==> config.mk <==
export PLATFORM = sky130hd
export DESIGN_NAME = exer_vram_arbiter
export DESIGN_NICKNAME = d
export VERILOG_FILES = /design/src/rtl/exer_vram_pkg.sv /design/src/rtl/exer_starve_cnt.sv /design/src/rtl/exer_vram_arbiter.sv
export SDC_FILE = /design/constraint.sdc
export NUM_CORES = 1
export LEC_CHECK = 0
export BUFFER_PORTS_ARGS = -buffer_cell sky130_fd_sc_hd__buf_2
export CAP_MARGIN = 30
export CELL_PAD_IN_SITES_DETAIL_PLACEMENT = 1
export CELL_PAD_IN_SITES_GLOBAL_PLACEMENT = 1
export CORE_MARGIN = 3
export CORE_UTILIZATION = 30
export DETAILED_ROUTE_END_ITERATION = 10
export PLACE_DENSITY_LB_ADDON = 0.1
export SKIP_CTS_REPAIR_TIMING = 1
export SYNTH_ARGS = -nofsm -noshare
export SYNTH_HDL_FRONTEND = slang
export SYNTH_HIERARCHICAL = 1
export SYNTH_SLANG_ARGS = --single-unit
export TNS_END_PERCENT = 5
==> constraint.sdc <==
create_clock -name clk -period 4.5 [get_ports clk]
set_clock_uncertainty 0.1 [all_clocks]
set_input_delay 0.45 -clock clk [delete_from_list [all_inputs] [get_ports clk]]
set_output_delay 0.45 -clock clk [all_outputs]
set_load 0.1 [all_outputs]
==> src/rtl/exer_vram_pkg.sv <==
// Shared types and constants for the video RAM arbiter: CPU FSM states,
// default bus widths and the starvation counter width helper.
package exer_vram_pkg;

    localparam int AW_DEF = 11;
    localparam int DW_DEF = 8;

    typedef enum logic [1:0] {
        C_IDLE = 2'd0,
        C_DATA = 2'd1,
        C_HOLD = 2'd2
    } cpu_state_t;

    // Bits needed to hold 0..max_val, never less than one.
    function automatic int cnt_width(input int max_val);
        int w;
        w = 1;
        while ((1 << w) < (max_val + 1)) w++;
        return w;
    endfunction

endpackage

==> src/rtl/exer_starve_cnt.sv <==
// Saturating count of video grants taken while the CPU waits; at_limit
// hands the next slot to the CPU.
module exer_starve_cnt
    import exer_vram_pkg::*;
#(
    parameter int STARVE_MAX = 4
) (
    input  logic clk,
    input  logic reset,
    input  logic clr,
    input  logic inc,
    output logic at_limit
);

    localparam int W = cnt_width(STARVE_MAX);
    localparam logic [W-1:0] LIMIT = W'(STARVE_MAX);

    logic [W-1:0] cnt;

    always_ff @(posedge clk or posedge reset) begin
        if (reset) begin
            cnt <= '0;
        end else if (clr) begin
            cnt <= '0;
        end else if (inc && (cnt != LIMIT)) begin
            cnt <= cnt + W'(1);
        end
    end

    // A limit of zero means video never yields.
    assign at_limit = (STARVE_MAX != 0) && (cnt == LIMIT);

endmodule

==> src/rtl/exer_vram_arbiter.sv <==
// Shares one single-port synchronous video RAM between the CPU bus and the
// video fetch pipeline; video has priority, bounded by a starvation limit.
//
// state  | meaning
// C_IDLE | no CPU access in flight, CPU may be granted
// C_DATA | RAM sampled the CPU access last cycle, ack (and read data) now
// C_HOLD | access done, waiting for CPU to drop req
module exer_vram_arbiter
    import exer_vram_pkg::*;
#(
    parameter int AW         = AW_DEF,
    parameter int DW         = DW_DEF,
    parameter int STARVE_MAX = 4
) (
    input  logic          clk,
    input  logic          reset,
    input  logic          cpu_req,
    input  logic          cpu_we,
    input  logic [AW-1:0] cpu_addr,
    input  logic [DW-1:0] cpu_din,
    output logic [DW-1:0] cpu_dout,
    output logic          cpu_ack,
    input  logic          vid_req,
    input  logic [AW-1:0] vid_addr,
    output logic          vid_gnt,
    output logic [DW-1:0] vid_dout,
    output logic          vid_valid,
    output logic          ram_cen,
    output logic          ram_nwe,
    output logic [AW-1:0] ram_addr,
    output logic [DW-1:0] ram_din,
    input  logic [DW-1:0] ram_q
);

    cpu_state_t    state, state_nx;
    logic          cpu_elig, cpu_win, vid_win, at_limit, we_q;
    logic [DW-1:0] dout_q, din_q;
    logic [AW-1:0] addr_q;

    // Issue is suppressed while reset is high so the RAM sees no cycle.
    assign cpu_elig = !reset && (state == C_IDLE) && cpu_req;
    assign cpu_win  = cpu_elig && (!vid_req || at_limit);
    assign vid_win  = !reset && vid_req && !cpu_win;

    assign vid_gnt  = vid_win;
    assign ram_cen  = cpu_win || vid_win;
    assign ram_nwe  = !(cpu_win && cpu_we);
    assign ram_addr = cpu_win ? cpu_addr : (vid_win ? vid_addr : addr_q);
    assign ram_din  = (cpu_win && cpu_we) ? cpu_din : din_q;
    assign vid_dout = ram_q;
    assign cpu_dout = ((state == C_DATA) && !we_q) ? ram_q : dout_q;

    exer_starve_cnt #(
        .STARVE_MAX(STARVE_MAX)
    ) u_starve (
        .clk     (clk),
        .reset   (reset),
        .clr     (!cpu_elig || cpu_win),
        .inc     (vid_win && cpu_elig),
        .at_limit(at_limit)
    );

    always_comb begin
        state_nx = state;
        cpu_ack  = 1'b0;
        case (state)
            C_IDLE: if (cpu_win) state_nx = C_DATA;
            C_DATA: begin
                cpu_ack  = 1'b1;
                state_nx = cpu_req ? C_HOLD : C_IDLE;
            end
            C_HOLD: if (!cpu_req) state_nx = C_IDLE;
            default: state_nx = C_IDLE;
        endcase
    end

    always_ff @(posedge clk or posedge reset) begin
        if (reset) begin
            state     <= C_IDLE;
            we_q      <= 1'b0;
            dout_q    <= '0;
            addr_q    <= '0;
            din_q     <= '0;
            vid_valid <= 1'b0;
        end else begin
            state     <= state_nx;
            vid_valid <= vid_win;
            addr_q    <= ram_addr;
            din_q     <= ram_din;
            if (cpu_win) we_q <= cpu_we;
            if ((state == C_DATA) && !we_q) dout_q <= ram_q;
        end
    end

endmodule

==> out/qor.yml, run 1 <==
core-area_um2: 5240
p_int_mw: 0.606
layout-drive-gt1-share_pct: 59.1
period_needed_ns: 3.07
hold_class: "input pin to async pin"
antenna_found_initial: 0
final-setup-viol-count: 0
die_y_um: 80.3
cts_tree: "done"
yosys.area.top_type_share_pct: 51.4
netlist_area_um2: 1660
maxSlewViolCount: 0
grt_use_met2_pct: 23.6
yosys.area.top_type: "dfrtp_1"
ir_worst_vdd_mv: 0.289
violations: "hold timing"
drt-initial-drc-count: 32
io_buffers: 82
ant_nets: 0
dieWidth_um: 80.3
wl_per_cell_um: 14.4
grt_setup_unrepaired: "false"
syn2layout_area_growth_pct: 29.8
viasPerCell: 4.47
worst_ep_arrival_time_ns: 2.52
start_util_pct: 31.6
grt-busiest-layer: "met2"
clockRootBuffer: "clkbuf_8"
cp.required_ns: 3.95
clock_sinks: 34
grt_util_met1_pct: 14.6
ys_types: 29
grt_pass1_wl_um: 6440
finalWirelength_um: 3990
powerDensity_nw_per_um2: 618
hold_viol: 1
dieArea_um2: 6450
io_pins: 83
syn_nets: 176
power.share.clock_pct: 17.2
hold_ws_ns: -0.000290
fin_tns_setup_ns: 0
start_kind: "register"
gp_congestion: 0.712
insertion_delay_ns: 0.28
drc_errors: 0
n_antenna_cell: 0
gr-total-overflow: 0
clkTransAtPathRegs_ns: 0.06
ys_ff_latch: 34
status: "finished, violations left"
slew_headroom_pct: 48.0
final.period_utilization_pct: 68.2
fmax_ghz: 0.326
crit_type: "register to output pin"
p_comb_share_pct: 53.6
core.rowCount: 26
grt_pass1_vias: 1348
grtUsageTotal_pct: 13.1
post-route-util_pct: 41.0
worstMarginPinSlew_ns: 0.780
yosys-top-cells-area: "dfrtp_1, mux2_2, mux2i_1, o21ai_2, buf_4"
drv_cap: 0
avgSynthCellArea_um2: 12.6
pwr-share-seq_pct: 29.2
dp_hpwl_um: 3220
numCtsBuffers: 5
nNetsFinal: 252
p_sw_mw: 0.722
leakage_nw: 1.10
yosysSeqAreaShare_pct: 51.4
synthCells: 131
grt_max_degree: 21
switching_share_pct: 54.4
path_max_fanout: 13
cts_buffer_depth: 2
vias: 1244
drtPass1Iterations: 3
gr-usage-met3_pct: 4.15
htreeDepth: 2
endpoint_kind: "output pin"
yosys_warnings: 6
power by group through the flow:
stage | logic (mW) | clock network, mW | registers (mW)
5_1_grt | 0.740 | 0.259 | 0.395
2_1_floorplan | 0.626 | 0 | 0.390
6_report | 0.712 | 0.228 | 0.387
4_1_cts | 0.719 | 0.242 | 0.388
3_3_place_gp | 0.711 | 0 | 0.389
3_5_place_dp | 0.718 | 0 | 0.394
logic make-up (layout without fill, tap and decap cells):
logic type | Yosys count | count (layout) | synth area share, %
flops | 34 | 34 | 51.4
mux | 29 | 29 | 19.0
compound gates | 16 | 16 | 7.17
fa+ha+maj | 2 | 2 | 1.51
buf+inv | 19 | 96 | 7.40
simple gates | 31 | 31 | 13.5
worst max-delay path, stage by stage, from the launching register on:
cell and delay [ns]:
dfrtp_1 0.41, inv_1 0.07, ha_1 0.19, and2_1 0.15
nand2b_1 0.45, nand3_4 0.22, mux2_2 0.31, buf_2 0.43
path summary, 6_finish.rpt:
path | startpoint | to | slack (ns) | cells past startpoint
max | u_starve/cnt[0] | ram_din[1] | 1.43 | 7
min | reset | u_starve/cnt[1] | -0.0003 | 2
max reg2reg | u_starve/cnt[0] | u_starve/cnt[0] | 2.14 | 7
min reg2reg | dout_q[1] | dout_q[1] | 0.40 | 1
max in group asynchronous | reset | addr_q[10] | 3.54 | 3
min in group clk | cpu_addr[5] | addr_q[5] | 0.32 | 3
final cells by class:
cell class,count,area (um2)
multi-input combinational,78,683
inverter,5,18.8
sequential,34,851
clock buffer,7,86.3
clock inverter,1,5.00
timing repair buffer,83,418
fill,604,3090
tap,70,87.6
cell usage in the layout, fill, tap and decap left out, drive strengths merged:
cell type	instances
buf	83
nor2	4
nor4b	1
a21boi	1
o21ai	13
o21a	1
or4b	1
and4b	1
clkinv	1
nand3	12
clkbuf	7
mux2	17
dfrtp	34
nand2b	4
a21oi	1
inv	5
ha	2
mux2i	12
and2b	1
nor3	1
nand2	1
and2	1
nor2b	4
sequential cells by signal, summed over array words and instances, names as in the netlist:
| name | count |
|---|---|
| u_starve/cnt | 3 |
| addr_q | 11 |
| vid_valid | 1 |
| dout_q | 8 |
| din_q | 8 |
| state | 2 |
| we_q | 1 |
per-stage QoR:
step	instances	instance area, um2	worst slack, ns	power (mW)
3_5_place_dp	270	2060	1.66	1.11
5_1_grt	278	2150	1.22	1.39
4_1_cts	278	2150	1.34	1.35
3_3_place_gp	270	2060	1.72	1.10
6_report	278	2150	1.43	1.33
2_1_floorplan	131	1660	0.701	1.02
layer usage:
metal / vias up / share of wire [%]
li1: 594 / -
met1: 591 / 39
met2: 54 / 52
met3: 5 / 8.3
met4: 0 / 0.95
met5: - / 0
synthesized netlist by cell type:
cell type,number
mux2_2,16
ha_1,2
mux2i_1,12
and4b_1,1
o21ai_2,8
buf_4,8
and2b_2,1
nor2b_2,1
o21a_1,1
and2_1,1
o21ai_0,5
buf_2,4
dfrtp_1,34
nor2b_1,3
clkbuf_1,1
nor4b_4,1
nand3_4,1
inv_1,5
buf_12,1
nand3_1,11
a21oi_1,1
nor2_1,3
nor3_2,1
a21boi_2,1
nand2b_1,4
nor2_4,1
nand2_1,1
or4b_4,1
mux2_4,1
(Power assumes the default switching activity.)
==> run 2, diff against run 1 <==
--- a/config.mk
+++ b/config.mk
@@ -5,12 +5,13 @@
 export SDC_FILE = /design/constraint.sdc
 export NUM_CORES = 1
 export LEC_CHECK = 0
+export ABC_AREA = 1
 export BUFFER_PORTS_ARGS = -buffer_cell sky130_fd_sc_hd__buf_2
 export CAP_MARGIN = 30
 export CELL_PAD_IN_SITES_DETAIL_PLACEMENT = 1
 export CELL_PAD_IN_SITES_GLOBAL_PLACEMENT = 1
 export CORE_MARGIN = 3
-export CORE_UTILIZATION = 30
+export CORE_UTILIZATION = 29
 export DETAILED_ROUTE_END_ITERATION = 10
 export PLACE_DENSITY_LB_ADDON = 0.1
 export SKIP_CTS_REPAIR_TIMING = 1
==> constraint.sdc (replaced) <==
create_clock -name clk -period 2.6 [get_ports clk]
set_clock_uncertainty 0.1 [all_clocks]
set_input_delay 0.26 -clock clk [delete_from_list [all_inputs] [get_ports clk]]
set_output_delay 0.26 -clock clk [all_outputs]
set_load 0.1 [all_outputs]
==> out/qor.yml, run 2 <==
fillers: 676
clock_sinks: 34
finalWirelength_um: 4910
core-area_um2: 5540
crit_chain: "inv_1 > ha_1 > nand2_2 > inv_1 > inv_1 > nand2_4 > nand3_4 > nor2_4 > nand2_1 > nand2_1 > buf_12"
path_max_fanout: 8
yosys.cell_count.top_type: "nand2_1"
grt_setup_unrepaired: "false"
cts_buffer_depth: 2
post-route-util_pct: 47.0
critPathTopFamily: "simple AND/OR/NAND/NOR gates"
path_common_cell: "inv_1"
layout_commonest_cell: "buf_2"
crit_start: "u_starve/cnt[0]"
path_buf_inv: 4
dieArea_um2: 6720
largest_reg_flops: 11
cp.required_ns: 2.24
slew_headroom_pct: 55.8
nNetsFinal: 326
dp_hpwl_um: 3670
netlist_area_um2: 1670
drt-initial-drc-count: 25
min_to: "din_q[0]"
ir_worst_vdd_mv: 0.454
avgSynthCellArea_um2: 8.62
grtUsageTotal_pct: 15.4
cts_tree: "done"
r2r_setup_slack_ns: 0.64
worstMarginPinSlew_ns: 0.660
hold_class: "input pin to register"
syn_nets: 239
layout-drive-gt1-share_pct: 40.6
final-setup-viol-count: 0
slowest_stage: "dfrtp_1"
final_cells: 353
dieWidth_um: 82.0
synth-xor-area-share_pct: 0
final.period_utilization_pct: 92.0
critical-path-max-stage-delay_ns: 0.40
regToRegStartpoint: "u_starve/cnt[0]"
period_needed_ns: 2.39
grt_max_degree: 24
fin_tns_setup_ns: 0
crit_type: "register to output pin"
yosys_warnings: 6
synth_edf_count: 0
ys_types: 23
status: "finished clean"
wl_per_cell_um: 13.9
synth_compound_area_share_pct: 2.24
grt_pass1_wl_um: 7770
worst_ep_arrival_time_ns: 2.03
largestRegisters: "addr_q x11, din_q x8, dout_q x8"
min_path_cells: 3
viasPerCell: 4.56
async_flop_share_pct: 100
clockRootBuffer: "clkbuf_8"
io_pins: 83
synth_top_family_by_area: "simple AND/OR/NAND/NOR gates"
io_buffers: 82
ys_ff_latch: 34
drtPass1Iterations: 4
r2r_cells: 12
r2r-end: "u_starve/cnt[0]"
yosys-top-cells-count: "nand2_1, nand3_1, dfrtp_1, inv_1, buf_4"
holdCritStartpoint: "cpu_din[0]"
start_kind: "register"
yosysSeqAreaShare_pct: 50.9
placedCellCount: 338
synth_fa_ha_area_share_pct: 1.50
yosys.area.top_type_share_pct: 50.9
fmax_ghz: 0.418
largest_register: "addr_q"
drc_errors: 0
synthCells: 194
core.rowCount: 27
insertion_delay_ns: 0.28
hold_viol: 0
clkTransAtPathRegs_ns: 0.07
grt_pass1_vias: 1644
drv_cap: 0
syn2layout_area_growth_pct: 55.6
htreeDepth: 2
synthSimpleGateAreaFrac_pct: 34.6
n_antenna_cell: 0
die_y_um: 82.0
final_cell_mix: "buf_2, nand2_1, nand3_1"
synth-main-ff-cell: "dfrtp_1"
leakage_nw: 1.37
gr-total-overflow: 0
endpoint_kind: "output pin"
yosys-top-cells-area: "dfrtp_1, nand2_1, nand3_1, buf_4, inv_1"
gp_congestion: 0.743
maxSlewViolCount: 0
numCtsBuffers: 5
ant_nets: 0
vias: 1610
antenna_found_initial: 0
powerDensity_nw_per_um2: 994
start_util_pct: 30.2
yosys-mux-area-fraction_pct: 0
yosys.area.top_type: "dfrtp_1"
-- run 2: cell count changes in the layout (fill, tap and decap cells not counted), sizes merged, moves of 2 or more --
cell / previous run / this run
buf: 83 / 87
dlygate4sd3: 0 / 3
inv: 5 / 19
mux2: 17 / 0
mux2i: 12 / 0
nand2: 1 / 65
nand2b: 4 / 0
nand3: 12 / 46
nand4: 0 / 2
nor2: 4 / 9
nor2b: 4 / 0
o211ai: 0 / 3
o21ai: 13 / 1
-- run 2: layer usage --
layer | global-route usage, % | wire [um] | vias up | share of wire, %
met5 | 0 | 0 | - | 0
met4 | 5.15 | 77 | 0 | 1.6
met3 | 6.14 | 318 | 7 | 6.5
met2 | 24.5 | 2450 | 42 | 50
met1 | 19.0 | 2060 | 774 | 42
li1 | - | - | 787 | -
-- run 2: per-stage QoR --
step                setup WS [ns]  area (um2)  hold slack (ns)  power [mW]
finish                      0.209        2600            0.125        2.59
global route               0.0403        2600            0.134        2.69
CTS                        0.0198        2520           -0.222        2.60
detailed placement          0.320        2410           0.0838        2.10
global placement            0.418        2410           0.0754        2.09
floorplan                -0.00128        1680          -0.0864        1.70
-- run 2: logic make-up (layout without fill, tap and decap cells) --
group / Yosys count / in the layout
AO/OA/AOI/OAI: 5 / 5
adder cells (fa/ha/maj): 2 / 2
buffers and inverters: 33 / 118
flip-flops: 34 / 34
AND/OR/NAND/NOR: 120 / 122
-- run 2: layout make-up --
| class | instances | area (um2) | share of cell area (%) |
|---|---|---|---|
| Clock buffer | 6 | 82.6 | 3.17 |
| Multi-Input combinational cell | 129 | 671 | 25.8 |
| Tap cell | 72 | 90.1 | 3.46 |
| Timing Repair Buffer | 90 | 797 | 30.6 |
| Inverter | 21 | 82.6 | 3.17 |
| Sequential cell | 34 | 851 | 32.7 |
| Clock inverter | 1 | 30.0 | 1.15 |
-- run 2: worst max-delay path by stage --
stage	endpoint	slack, ns	depth (start not counted)
final	ram_din[7]	0.21	11
after global routing	ram_din[1]	0.04	11
after CTS	ram_din[7]	0.02	11
after detailed placement	ram_din[7]	0.32	11
after global placement	ram_din[5]	0.42	11
after floorplan	din_q[1]	-0.001	10
-- run 2: where the power goes --
part | total, mW | switching [mW] | leakage (nW) | internal, mW
sequential | 0.666 | 0.0310 | 0.425 | 0.635
combinational | 1.43 | 1.08 | 0.883 | 0.344
clock | 0.495 | 0.189 | 0.0573 | 0.307
total | 2.59 | 1.30 | 1.37 | 1.29
-- run 2: worst reg2reg max path, stage by stage, from the launching register on --
cell,delay (ns)
dfrtp_1,0.38
inv_1,0.08
ha_1,0.23
nand2_2,0.10
inv_1,0.05
inv_1,0.08
nand2_4,0.09
buf_6,0.16
nor2_1,0.27
inv_1,0.07
inv_1,0.13
nand4_1,0.11
nand2_1,0.08
